**src/rtl/branch_predictor_unit.sv**
```systemverilog
// ---------------------------------------------------------------------------
// branch_predictor_unit
//   Direct-mapped branch target buffer with per-entry saturating direction
//   counters and hit / misprediction statistics.
//
//   Optional feature macro: BPU_GSHARE_EN
//     defined   : an IDX-bit global history register is XOR-ed into the
//                 lookup and update indices (gshare); lookup_ghr = GHR.
//     undefined : plain PC indexing; lookup_ghr = 0, update_ghr ignored.
//
// Ports
//   clk              in   clock, all state on the rising edge
//   rst              in   asynchronous active-low reset
//   lookup_en        in   fetch PC valid, gates hit statistics only
//   lookup_pc        in   fetch PC
//   target_pc        out  predicted target (0 on miss)
//   valid            out  lookup hit
//   predicted_taken  out  hit and counter MSB set
//   lookup_ghr       out  history used for this lookup (travels to EX)
//   update           in   EX resolved a branch/jump
//   update_pc        in   PC of the resolved instruction
//   update_target    in   resolved target
//   update_taken     in   actual outcome
//   update_ghr       in   lookup_ghr carried with the instruction
//   mispredicted     in   EX redirect
//   invalidate_all   in   flush every entry (wins over a same-cycle update)
//   hit_count        out  saturating count of enabled lookup hits
//   mispredict_count out  saturating count of mispredictions
// ---------------------------------------------------------------------------
module branch_predictor_unit #(
    parameter  int ENTRIES  = 16,
    parameter  int XLEN     = 32,
    parameter  int CTR_BITS = 2,
    localparam int IDX      = $clog2(ENTRIES),
    localparam int TAG      = XLEN - IDX - 2
) (
    input  logic            clk,
    input  logic            rst,
    input  logic            lookup_en,
    input  logic [XLEN-1:0] lookup_pc,
    output logic [XLEN-1:0] target_pc,
    output logic            valid,
    output logic            predicted_taken,
    output logic [IDX-1:0]  lookup_ghr,
    input  logic            update,
    input  logic [XLEN-1:0] update_pc,
    input  logic [XLEN-1:0] update_target,
    input  logic            update_taken,
    input  logic [IDX-1:0]  update_ghr,
    input  logic            mispredicted,
    input  logic            invalidate_all,
    output logic [31:0]     hit_count,
    output logic [31:0]     mispredict_count
);

    localparam logic [CTR_BITS-1:0] CTR_MAX  = '1;
    localparam logic [CTR_BITS-1:0] CTR_WEAK = CTR_BITS'(1 << (CTR_BITS - 1));

    function automatic logic [CTR_BITS-1:0] f_ctr_inc(input logic [CTR_BITS-1:0] c);
        return (c == CTR_MAX) ? c : c + CTR_BITS'(1);
    endfunction

    function automatic logic [CTR_BITS-1:0] f_ctr_dec(input logic [CTR_BITS-1:0] c);
        return (c == '0) ? c : c - CTR_BITS'(1);
    endfunction

    function automatic logic [31:0] f_stat_inc(input logic [31:0] c);
        return (c == 32'hFFFF_FFFF) ? c : c + 32'd1;
    endfunction

    logic [ENTRIES-1:0]  r_valid;
    logic [TAG-1:0]      r_tag    [ENTRIES];
    logic [XLEN-1:0]     r_target [ENTRIES];
    logic [CTR_BITS-1:0] r_ctr    [ENTRIES];
    logic [31:0]         r_hit_cnt;
    logic [31:0]         r_mis_cnt;
    logic [IDX-1:0]      w_ghr;
    logic [IDX-1:0]      w_lidx;
    logic [IDX-1:0]      w_uidx;
    logic [TAG-1:0]      w_ltag;
    logic [TAG-1:0]      w_utag;
    logic                w_lhit;
    logic                w_uhit;
    logic                w_upd;
    logic                w_unused;

    // An invalidate in the same cycle discards the update entirely.
    assign w_upd  = update & ~invalidate_all;
    assign w_ltag = lookup_pc[XLEN-1:IDX+2];
    assign w_utag = update_pc[XLEN-1:IDX+2];

`ifdef BPU_GSHARE_EN
    logic [IDX-1:0] r_ghr;

    always_ff @(posedge clk or negedge rst) begin
        if (!rst)
            r_ghr <= '0;
        else if (w_upd)
            r_ghr <= (r_ghr << 1) | IDX'(update_taken);
    end

    assign w_ghr  = r_ghr;
    assign w_lidx = lookup_pc[IDX+1:2] ^ r_ghr;
    assign w_uidx = update_pc[IDX+1:2] ^ update_ghr;
`else
    assign w_ghr  = '0;
    assign w_lidx = lookup_pc[IDX+1:2];
    assign w_uidx = update_pc[IDX+1:2];
`endif

    assign w_unused = ^{lookup_pc[1:0], update_pc[1:0], update_ghr};

    // Lookup reads registered state only, so a same-cycle update to the
    // same entry is seen one cycle later.
    assign w_lhit          = r_valid[w_lidx] && (r_tag[w_lidx] == w_ltag);
    assign w_uhit          = r_valid[w_uidx] && (r_tag[w_uidx] == w_utag);
    assign valid           = w_lhit;
    assign predicted_taken = w_lhit & r_ctr[w_lidx][CTR_BITS-1];
    assign target_pc       = w_lhit ? r_target[w_lidx] : '0;
    assign lookup_ghr      = w_ghr;
    assign hit_count       = r_hit_cnt;
    assign mispredict_count = r_mis_cnt;

    // Control state: valid bits and direction counters.
    always_ff @(posedge clk or negedge rst) begin
        if (!rst) begin
            r_valid <= '0;
            for (int i = 0; i < ENTRIES; i++)
                r_ctr[i] <= '0;
        end else if (invalidate_all) begin
            r_valid <= '0;
        end else if (update) begin
            if (w_uhit)
                r_ctr[w_uidx] <= update_taken ? f_ctr_inc(r_ctr[w_uidx])
                                              : f_ctr_dec(r_ctr[w_uidx]);
            else if (update_taken) begin
                r_valid[w_uidx] <= 1'b1;
                r_ctr[w_uidx]   <= CTR_WEAK;
            end
        end
    end

    // Payload: a taken outcome either refreshes the target of the hitting
    // entry (tag unchanged) or allocates over the occupant.
    always_ff @(posedge clk) begin
        if (w_upd && update_taken) begin
            r_tag[w_uidx]    <= w_utag;
            r_target[w_uidx] <= update_target;
        end
    end

    always_ff @(posedge clk or negedge rst) begin
        if (!rst) begin
            r_hit_cnt <= '0;
            r_mis_cnt <= '0;
        end else begin
            if (lookup_en && w_lhit)
                r_hit_cnt <= f_stat_inc(r_hit_cnt);
            if (update && mispredicted)
                r_mis_cnt <= f_stat_inc(r_mis_cnt);
        end
    end

endmodule

```
**config.mk**
```make
export PLATFORM = sky130hd
export DESIGN_NAME = branch_predictor_unit
export DESIGN_NICKNAME = d
export VERILOG_FILES = /design/src/rtl/branch_predictor_unit.sv
export SDC_FILE = /design/constraint.sdc
export NUM_CORES = 1
export LEC_CHECK = 0
export CAP_MARGIN = 10
export CORE_ASPECT_RATIO = 1.5
export CORE_MARGIN = 4
export CORE_UTILIZATION = 40
export CTS_BUF_LIST = sky130_fd_sc_hd__clkbuf_8
export DETAILED_ROUTE_END_ITERATION = 10
export PLACE_DENSITY_LB_ADDON = 0.1
export SLEW_MARGIN = 20
export SYNTH_ARGS = -nofsm -noshare
export SYNTH_HDL_FRONTEND = slang
export SYNTH_SLANG_ARGS = --single-unit
```
**constraint.sdc**
```tcl
create_clock -name clk -period 3.9 [get_ports clk]
set_input_delay 0.78 -clock clk [delete_from_list [all_inputs] [get_ports clk]]
set_output_delay 0.78 -clock clk [all_outputs]
set_load 0.005 [all_outputs]
```
# Yosys cells after proc, flatten, opt, wreduce, memory -nomap -nowiden

Memory sizes are Yosys's and may differ from the RTL's.
Cells that the tools add are included.

Word-level logic and storage cells: 90
Input bits: 107
Latch bits: 0
ROM bits: 0
Register bits: 112
Memories: 2
Bits in writable memories: 928

Memory list:

| memory   | words | bits a word | rd ports | clocked after memory_dff | write ports | RTL line | source |
|---|---|---|---|---|---|---|---|
| r_target | 16    | 32          | 1        | 0                        | 1           | 73       | `logic [XLEN-1:0] r_target [ENTRIES];` |
| r_tag    | 16    | 26          | 2        | 0                        | 1           | 72       | `logic [TAG-1:0] r_tag [ENTRIES];` |

$mul: 0
Shifts and indexed selects: 0
Div/mod/pow operators: 0
Add/sub/neg operators: 4
Reductions and logical operators: 15
Multiplexer cells: 27
Equality and inequality tests: 6
Bitwise operators: 11
$lt $le $gt $ge: 6

Operators with widths:

| cell                                                        | number |
|---|---|
| 2-to-1 mux 32 bit                                           | 3 |
| adder 32 x 1 -> 32 bit (second input constant)              | 2 |
| equality test 32 bit (second input constant)                | 2 |
| 2-to-1 mux 16 bit                                           | 4 |
| equality test 26 bit                                        | 2 |
| bitwise mux 32 bit                                          | 1 |
| OR 16 bit                                                   | 2 |
| AND 16 bit                                                  | 1 |
| binary-select mux 2 bit (select 4 bit)                      | 2 |
| 2-to-1 mux 2 bit                                            | 8 |
| inverter 16 bit                                             | 1 |
| >= comparator 5 bit (second input constant)                 | 2 |
| less-than comparator 4 x 5 -> 1 bit (second input constant) | 2 |
| inverter 4 -> 5 bit                                         | 2 |
| binary-select mux 1 bit (select 4 bit)                      | 2 |
| demux 2 bit (select 4 bit)                                  | 1 |
| logical AND 1 bit                                           | 7 |
| AND reduction 3 bit                                         | 2 |
| nonzero test 2 bit                                          | 3 |
| less-than comparator 5 x 1 -> 1 bit (second input constant) | 1 |
| 2-to-1 mux 1 bit                                            | 5 |
| demux 1 bit (select 4 bit)                                  | 1 |
| >= comparator 4 x 1 -> 1 bit (second input constant)        | 1 |
| AND reduction 2 bit                                         | 2 |
| other kinds (7)                                             | 10 |

# Logic depth before layout (Yosys ltp)

Depth in word-level cells: 9
Mapped depth: 15
Depth with buffers taken out: 9

# Worst setup path after synthesis

OpenSTA, ideal clock, no wires.

Path type: input port to flip-flop
Start point: input port update_pc[5]
End point: register r_ctr[1] in the netlist's numbering
Data required time: 3,821 ps
Path buffers: 5
Arrival: 5,285 ps
Stages: 10
Path slack: -1,465 ps
Cells stage by stage: buf_2 -> buf_2 -> buf_2 -> buf_2 -> buf_2 -> nand2_1 -> or3_1 -> nor2_1 -> or2_2 -> a2bb2oi_1

Word-level cells in the longest chain between the ends: 9
Elaborated cells on any way between the ends: 27
Those cells by class: 2 x add/sub; 2 x order compare; 2 x eq/ne; 13 x mux; 2 x bitwise; 5 x reduce/logical; 1 x memory

Ends and longest elaborated chain:

| item                                                    | RTL line      | source |
|---|---|---|
| start: declaration                                      | 46            | `input logic [XLEN-1:0] update_pc,` |
| inverter 4 -> 5 bit                                     | 134, 135, 138 |  |
| binary-select mux 2 bit (select 4 bit)                  | 134, 135      |  |
| 2-to-1 mux 2 bit (not written as such) (2 in series)    | 134, 135      |  |
| subtractor 2 x 1 -> 2 bit, or another cell as far along | 64            | `return (c == '0) ? c : c - CTR_BITS'(1);` |
| 2-to-1 mux 2 bit, on equally long branches              | 64, 60        |  |
| 2-to-1 mux 2 bit                                        | 134           | `r_ctr[w_uidx] <= update_taken ? f_ctr_inc(r_ctr[w_uidx])` |
| bitwise mux 32 bit                                      | 134           |  |
| 2-to-1 mux 32 bit                                       | 133           | `if (w_uhit)` |
| end signal: indexed assignment                          | 134           |  |
| end: declaration                                        | 74            | `logic [CTR_BITS-1:0] r_ctr [ENTRIES];` |

Parallel ways exist; a longest one is shown, timed or not. The select of a mux whose other input is x is not followed.
A chain may end at the register's enable or synchronous reset.

# Worst setup path in the final report

Start point: input port lookup_pc[2]
End point: output port target_pc[26]

Word-level cells in the longest chain between the ends: 4
Elaborated cells on any way between the ends: 7
Those cells by class: 1 x eq/ne; 3 x mux; 1 x reduce/logical; 2 x memory

Ends and longest elaborated chain:

| item                                                                           | RTL line | source |
|---|---|---|
| start: declaration                                                             | 40       | `input logic [XLEN-1:0] lookup_pc,` |
| memory (16 x 26 bit) or binary-select mux 1 bit (select 4 bit) (tied branches) | -        |  |
| equality test 26 bit or 2-to-1 mux 1 bit (tied branches)                       | 115      | `assign w_lhit = r_valid[w_lidx] && (r_tag[w_lidx] == w_ltag);` |
| logical AND 1 bit                                                              | 115      |  |
| 2-to-1 mux 32 bit (*)                                                          | 119      | `assign target_pc = w_lhit ? r_target[w_lidx] : '0;` |
| end: declaration                                                               | 41       | `output logic [XLEN-1:0] target_pc,` |

Mark *: on every way between the ends. The rest lies on a longest branch, timed or not. The select of a mux whose other input is x is not followed.

==> impl_metrics.py <==
metrics = {
    "final_layout": {
        "seqCellArea_um2": 30700,
        "area_growth_pct": 22.7,
        "stdcell_count": 4705,
        "n_fill_cell": 9465,
        "final_nets": 3233,
        "final_cell_area_um2": 56200,
        "multi_input_area_um2": 14300,
        "drive_above_1_share": 0.332,
    },
    "logic_synthesis": {
        "synth_edf_count": 928,
        "yosysSeqAreaShare": 0.670,
        "yosysTopAreaCellShare": 0.609,
        "ys_ff_latch": 1040,
        "synth_compound_area_frac": 0.0326,
        "ys_top_cells_by_area": "edfxtp_1 61%, mux4_2 16%, dfrtp_1 6.1%",
        "synthXorXnorAreaFrac": 0.0254,
        "synth_cell_types": 73,
        "synthMuxAreaShare": 0.204,
        "synthCells": 2510,
        "synth_area_um2": 45800,
        "ys.flop_type": "edfxtp_1",
        "async_flop_share": 0.108,
        "synthSimpleGateAreaFrac": 0.0436,
        "yosys_warnings": 0,
        "synth_top_family_by_area": "multiplexers",
        "yosys.area_share.adder": 0.000984,
        "synth.largest_area_cell": "edfxtp_1",
        "syn_avg_cell_area_um2": 18.2,
    },
    "timing": {
        "fin_crit_sh": 1.22,
        "finalMaxSlewViolations": 0,
        "setup_viol": 34,
        "max_freq_ghz": 0.211,
        "fin_skew_ns": 0.0349,
        "worst_pin_slew_ns": 0.944,
        "worst_slack_ns": -0.845,
        "tns_ns": -26.62,
        "period_needed_ns": 4.75,
        "hold_viol_final": 0,
        "slew_headroom": 0.370,
        "rsz0062_at_grt": "true",
    },
    "routing": {
        "postRouteAntennaNets": 0,
        "wirelength_met1_um": 53900,
        "highest_layer": "met5",
        "first_iter_violations": 2385,
        "wl_um": 145000,
        "dr_wl_met2_um": 76500,
        "wl_met3_um": 8580,
        "post_drt_wl_per_cell_um": 30.9,
        "drcViolationCount": 0,
        "drtPass1Iterations": 7,
        "num_vias": 27200,
        "avgViaCountPerCell": 5.79,
    },
    "clocking": {
        "cts-buffers-inserted": 163,
        "htreeDepth": 4,
        "clock_path_buffers": 3,
        "clk_pin_slew_ns": 0.06,
        "cts_tree": "built",
        "cts-root-buf": "clkbuf_8",
        "insertion_delay_ns": 0.88,
        "cts_sinks": 1040,
    },
    "floorplanning": {
        "die_height_um": 422,
        "core_um2": 113000,
        "die-area_um2": 120000,
        "die_w_um": 284,
        "fp-row-count": 151,
        "initial_core_util": 0.404,
        "ios": 209,
    },
    "placed_design": {
        "pre_cts_slack_ns": -1.29,
        "port-buffer-count": 196,
        "dp_cells": 4392,
        "dpl.hpwl_um": 94800,
        "place_area_um2": 52700,
        "place_congestion": 0.925,
    },
    "pwr": {
        "p_sw_w": 0.00559,
        "power_frac_clock": 0.381,
        "internal-power_w": 0.0179,
        "switching_share": 0.238,
        "cellPowerDensity_nw_per_um2": 419,
        "pwr-share-comb": 0.093,
        "leakage_nw": 19.7,
        "peakVddDrop_mv": 0.253,
        "total_power_w": 0.0235,
        "pwr-share-seq": 0.526,
    },
    "outcome": {
        "violations": "negative setup slack",
        "status": "complete, but fails checks",
    },
    "grt": {
        "grt_pass1_wl_um": 205000,
        "grt_pass1_vias": 29100,
        "groute.usage.overall": 0.237,
        "antenna_found_initial": 7,
        "grt_max_degree": 69,
        "overflow": 0,
    },
    "setup_path": {
        "crit_fanout": 8,
        "critPathKind": "primary input to output port",
        "arrival_ns": 3.97,
        "required_ns": 3.12,
        "crit_path_start_kind": "primary input",
        "cp-end-kind": "output port",
    },
    "min_path": {
        "hold_class": "flop to flop",
    },
    "flow_run": {
        "cap_violations": 0,
    },
}
[layout make-up]
class	count	share of cell area
Clock buffer	174	0.0426
Clock inverter	115	0.0124
Tap cell	1453	0.0324
Antenna cell	4	0.000178
Sequential cell	1040	0.546
Timing Repair Buffer	597	0.108
Inverter	59	0.00457
Multi-Input combinational cell	1263	0.254
[logic make-up (layout without fill, tap and decap cells)]
group | Yosys count | count (layout)
flops | 1040 | 1040
mux | 522 | 522
simple gates | 393 | 393
buf+inv | 210 | 945
compound gates | 207 | 207
xor+xnor | 133 | 133
fa+ha+maj | 4 | 4
other cells | 1 | 8
[layer usage]
metal / vias up / track usage
met5: - / 0
met4: 8 / 0.100
met3: 307 / 0.0464
met2: 1094 / 0.422
met1: 14400 / 0.280
li1: 11500 / -
[synthesized netlist by cell type, types with 13 or more instances]
master,number
mux2_2,29
nand2_1,113
a221oi_1,23
buf_4,26
nor2_1,62
mux2i_1,164
clkbuf_1,44
o22ai_1,45
mux4_2,327
nand2b_1,13
dfrtp_1,112
nand3_1,32
nand4_1,24
a2bb2oi_1,15
edfxtp_1,928
inv_1,57
nor2b_1,45
o21ai_0,19
buf_2,61
nor3_1,43
a22oi_1,28
buf_6,13
xor2_1,54
xnor2_1,79
[flip-flops by register name, indices dropped and copies added (netlist names)]
name / count
r_target: 512
r_tag: 416
hit_count: 32
mispredict_count: 32
r_ctr: 32
r_valid: 16
[worst max-delay path, stage by stage]
cell	delay [ns]
buf_8	0.14
buf_16	0.16
buf_4	0.18
buf_4	0.15
nor2b_1	0.15
buf_4	0.17
a22oi_1	0.16
o211ai_1	0.22
a31oi_1	0.43
nand4_1	0.16
nor4_2	0.23
buf_4	0.18
nand3_4	0.09
buf_4	0.19
buf_6	0.19
nor2b_1	0.13
clkdlybuf4s15_2	0.22
[worst paths after layout]
kind                                                  start                          endpoint  slack (ns)  depth (start not counted)
setup / recovery                               lookup_pc[2]                     target_pc[26]       -0.85                         17
hold / removal             mispredict_count[22]$_DFFE_PN0P_  mispredict_count[22]$_DFFE_PN0P_        0.49                          1
max in group asynchronous                               rst              r_ctr[7]$_DFFE_PN0P_        2.54                          3
hold reg to reg            mispredict_count[22]$_DFFE_PN0P_  mispredict_count[22]$_DFFE_PN0P_        0.49                          1
setup reg to reg                    r_tag[11][22]$_DFFE_PP_         hit_count[30]$_DFFE_PN0P_        0.34                         14
min in group asynchronous                               rst         hit_count[17]$_DFFE_PN0P_        0.56                          2
[power by group through the flow]
stage / Clock (W) / Sequential, W / Combinational [W]
6_report: 0.00895 / 0.0124 / 0.00219
5_1_grt: 0.00972 / 0.0124 / 0.00231
4_1_cts: 0.00922 / 0.0124 / 0.00218
3_5_place_dp: 0 / 0.0126 / 0.00216
3_3_place_gp: 0 / 0.0126 / 0.00214
2_1_floorplan: 0 / 0.0126 / 0.00109
[repair_timing]
item / CTS / global route
setup endpoints to repair: 34 / 34
hold buffers: 1 / 0
pin swaps: 1 / 5
cloned: 0 / 3
gates resized for setup: 89 / 61
endpoints found under the hold margin: 64 / 0
buffers inserted: 1 / 16
[cell usage in the layout (no fill, tap or decap), types with 27 or more instances in the layout]
cell type	instances
buf_12	82
xnor2_1	78
dfrtp_1	112
o22ai_1	44
nor2_1	59
nand3_1	31
inv_1	92
nand2_1	112
xor2_1	54
nor2b_1	30
mux4_2	327
a22oi_1	28
clkdlybuf4s50_1	154
clkinv_1	27
mux2i_1	161
nor3_1	42
buf_4	315
mux2_2	28
clkbuf_8	174
edfxtp_1	928
[stage by stage]
| stage | hold slack (ns) | utilization |
|---|---|---|
| 2_1_floorplan | 0.477 | - |
| 5_1_grt | 0.517 | 0.496 |
| 3_5_place_dp | 0.486 | 0.465 |
| 4_1_cts | 0.493 | 0.493 |
| 6_report | 0.490 | 0.496 |
| 3_3_place_gp | 0.477 | 0.465 |
(Power assumes the default switching activity.)
==> RTL change: new RTL, same settings <==
Register the outputs `target_pc`, `valid`, `predicted_taken` and `lookup_ghr`; this adds one clock of latency there. The other outputs are not delayed to match.
--- a/src/rtl/branch_predictor_unit.sv
+++ b/src/rtl/branch_predictor_unit.sv
@@ -114,10 +114,12 @@
     // same entry is seen one cycle later.
     assign w_lhit          = r_valid[w_lidx] && (r_tag[w_lidx] == w_ltag);
     assign w_uhit          = r_valid[w_uidx] && (r_tag[w_uidx] == w_utag);
-    assign valid           = w_lhit;
-    assign predicted_taken = w_lhit & r_ctr[w_lidx][CTR_BITS-1];
-    assign target_pc       = w_lhit ? r_target[w_lidx] : '0;
-    assign lookup_ghr      = w_ghr;
+    always_ff @(posedge clk) begin
+        target_pc       <= w_lhit ? r_target[w_lidx] : '0;
+        valid           <= w_lhit;
+        predicted_taken <= w_lhit & r_ctr[w_lidx][CTR_BITS-1];
+        lookup_ghr      <= w_ghr;
+    end
     assign hit_count       = r_hit_cnt;
     assign mispredict_count = r_mis_cnt;
 
Behaviour: not the same (Yosys sat finds a counterexample within 4 cycles, from zero or initial values and one cycle with rst low).
==> RTL change against the unedited design <==
- final area shrank 0.56%
- total power increased by 3.2%
- clock power grew 6.6%
- routed wire length fell by 6.7%
- area after synthesis is 1.4% higher
- die area is 1.4% higher
- setup slack better by 1.3 ns
- cell count is 1.7% lower
- sequential cell count up 34
- count of clock-buffer cells in the layout increased by 13
- clock skew down 0.0056 ns
- first-iteration DRC count fell by 12%
- critical endpoint is now hit_count[11]
==> RTL change: results <==
export IMPL_p_sw_w=0.00563
export IMPL_slowest_delay_ns=0.49
export IMPL_routed_wl_met3_um=6460
export IMPL_async_reset_ff_frac=0.104
export IMPL_nets=3054
export IMPL_reg_top3="r_target (512), r_tag (416)"
export IMPL_comb_power_share=0.084
export IMPL_cp_top_family="simple AND/OR/NAND/NOR gates"
export IMPL_crit_type="flip-flop to flip-flop"
export IMPL_clock_path_buffers=3
export IMPL_dpl_hpwl_um=86500
export IMPL_synthAdderAreaFrac=0.000970
export IMPL_drt_met1_wl_um=54000
export IMPL_via_count=26100
export IMPL_yosys_top_cells_area="edfxtp_1 (60%), mux4_2 (17%), dfrtp_1 (6.0%)"
export IMPL_grt_start_max_net_pins=61
export IMPL_seq_area_frac_synth=0.675
export IMPL_grt_pass1_vias=28200
export IMPL_hp_class="primary input to async pin"
export IMPL_layout_commonest_cell="edfxtp_1"
export IMPL_grtUsageMet3=0.0434
export IMPL_irDropWorstVdd_mv=0.228
export IMPL_synth_compound_area_frac=0.0167
export IMPL_wl_met2_um=70700
export IMPL_dp_slack_ns=-0.313
export IMPL_r2r_start="r_tag[7][7]"
export IMPL_post_cts_resized=0
export IMPL_yosys_mux_area_fraction=0.215
export IMPL_layout_drive_gt1_share=0.310
export IMPL_synth_common_cells="edfxtp_1 (928), mux4_2 (359), mux2i_1 (150)"
export IMPL_met2_usage=0.394
export IMPL_track_usage=0.224
export IMPL_status="complete, no violations"
export IMPL_top_layer="met5"
export IMPL_clk_transition_reported_paths_ns=0.07
export IMPL_routabilityCongestion=0.853
export IMPL_path_max_fanout=13
export IMPL_grt_pass1_wl_um=198000
export IMPL_first_pass_iters=5
export IMPL_grtUsageMet1=0.277
export IMPL_drt_iter0_markers=2108
export IMPL_antenna_found_initial=8
export IMPL_h_tree_depth=4
export IMPL_nFillCells=9797
export IMPL_skew_ns=0.0293
export IMPL_p_leak_nw=19.3
export IMPL_p_seq_w=0.0127
export IMPL_synth_xor_area_frac=0.0238
export IMPL_cts_buffers=167
export IMPL_cp_slowest_cell="mux4_2"
export IMPL_insertion_delay_ns=0.87
export IMPL_synth_top_family_by_area="multiplexers"
export IMPL_wl_per_cell_um=29.3
export IMPL_post_cts_setup_buffer_count=0
export IMPL_maxSlewHeadroom=0.339
export IMPL_synth_distinct_cells=81
[RTL change: cells by family (layout without fill, tap and decap cells)]
| family | Yosys count | in the layout |
|---|---|---|
| xor+xnor | 126 | 126 |
| other cells | 1 | 10 |
| mux | 531 | 531 |
| fa+ha+maj | 4 | 4 |
| flops | 1074 | 1074 |
| simple gates | 387 | 387 |
| compound gates | 103 | 103 |
| buf+inv | 192 | 852 |
[RTL change: final timing paths]
path                                  endpoint  slack, ns  depth (start not counted)
max                              hit_count[11]       0.46                         12
max in group asynchronous        hit_count[24]       2.56                          3
min in group clk           mispredict_count[4]       0.48                          1
max reg2reg                      hit_count[11]       0.46                         12
min                               hit_count[3]       0.48                          2
min reg2reg                mispredict_count[4]       0.48                          1
[RTL change: through the flow]
| stage | std cells | total power, W | utilization | area, um2 |
|---|---|---|---|---|
| 2_1_floorplan | 2421 | 0.0140 | - | 46500 |
| 3_5_place_dp | 4315 | 0.0150 | 0.457 | 52500 |
| 3_3_place_gp | 4315 | 0.0150 | 0.457 | 52500 |
| 5_1_grt | 4622 | 0.0252 | 0.486 | 55900 |
| 6_report | 4627 | 0.0243 | 0.486 | 55900 |
| 4_1_cts | 4621 | 0.0246 | 0.486 | 55800 |
[RTL change: area by class of cell]
| cell class | count | area [um2] | area share |
|---|---|---|---|
| clock buffer | 187 | 2570 | 0.0461 |
| tap | 1540 | 1930 | 0.0345 |
| timing repair buffer | 497 | 4840 | 0.0867 |
| antenna | 6 | 15.0 | 0.000269 |
| inverter | 50 | 250 | 0.00448 |
| multi-input combinational | 1155 | 14100 | 0.253 |
| sequential | 1074 | 31400 | 0.561 |
| clock inverter | 118 | 785 | 0.0140 |
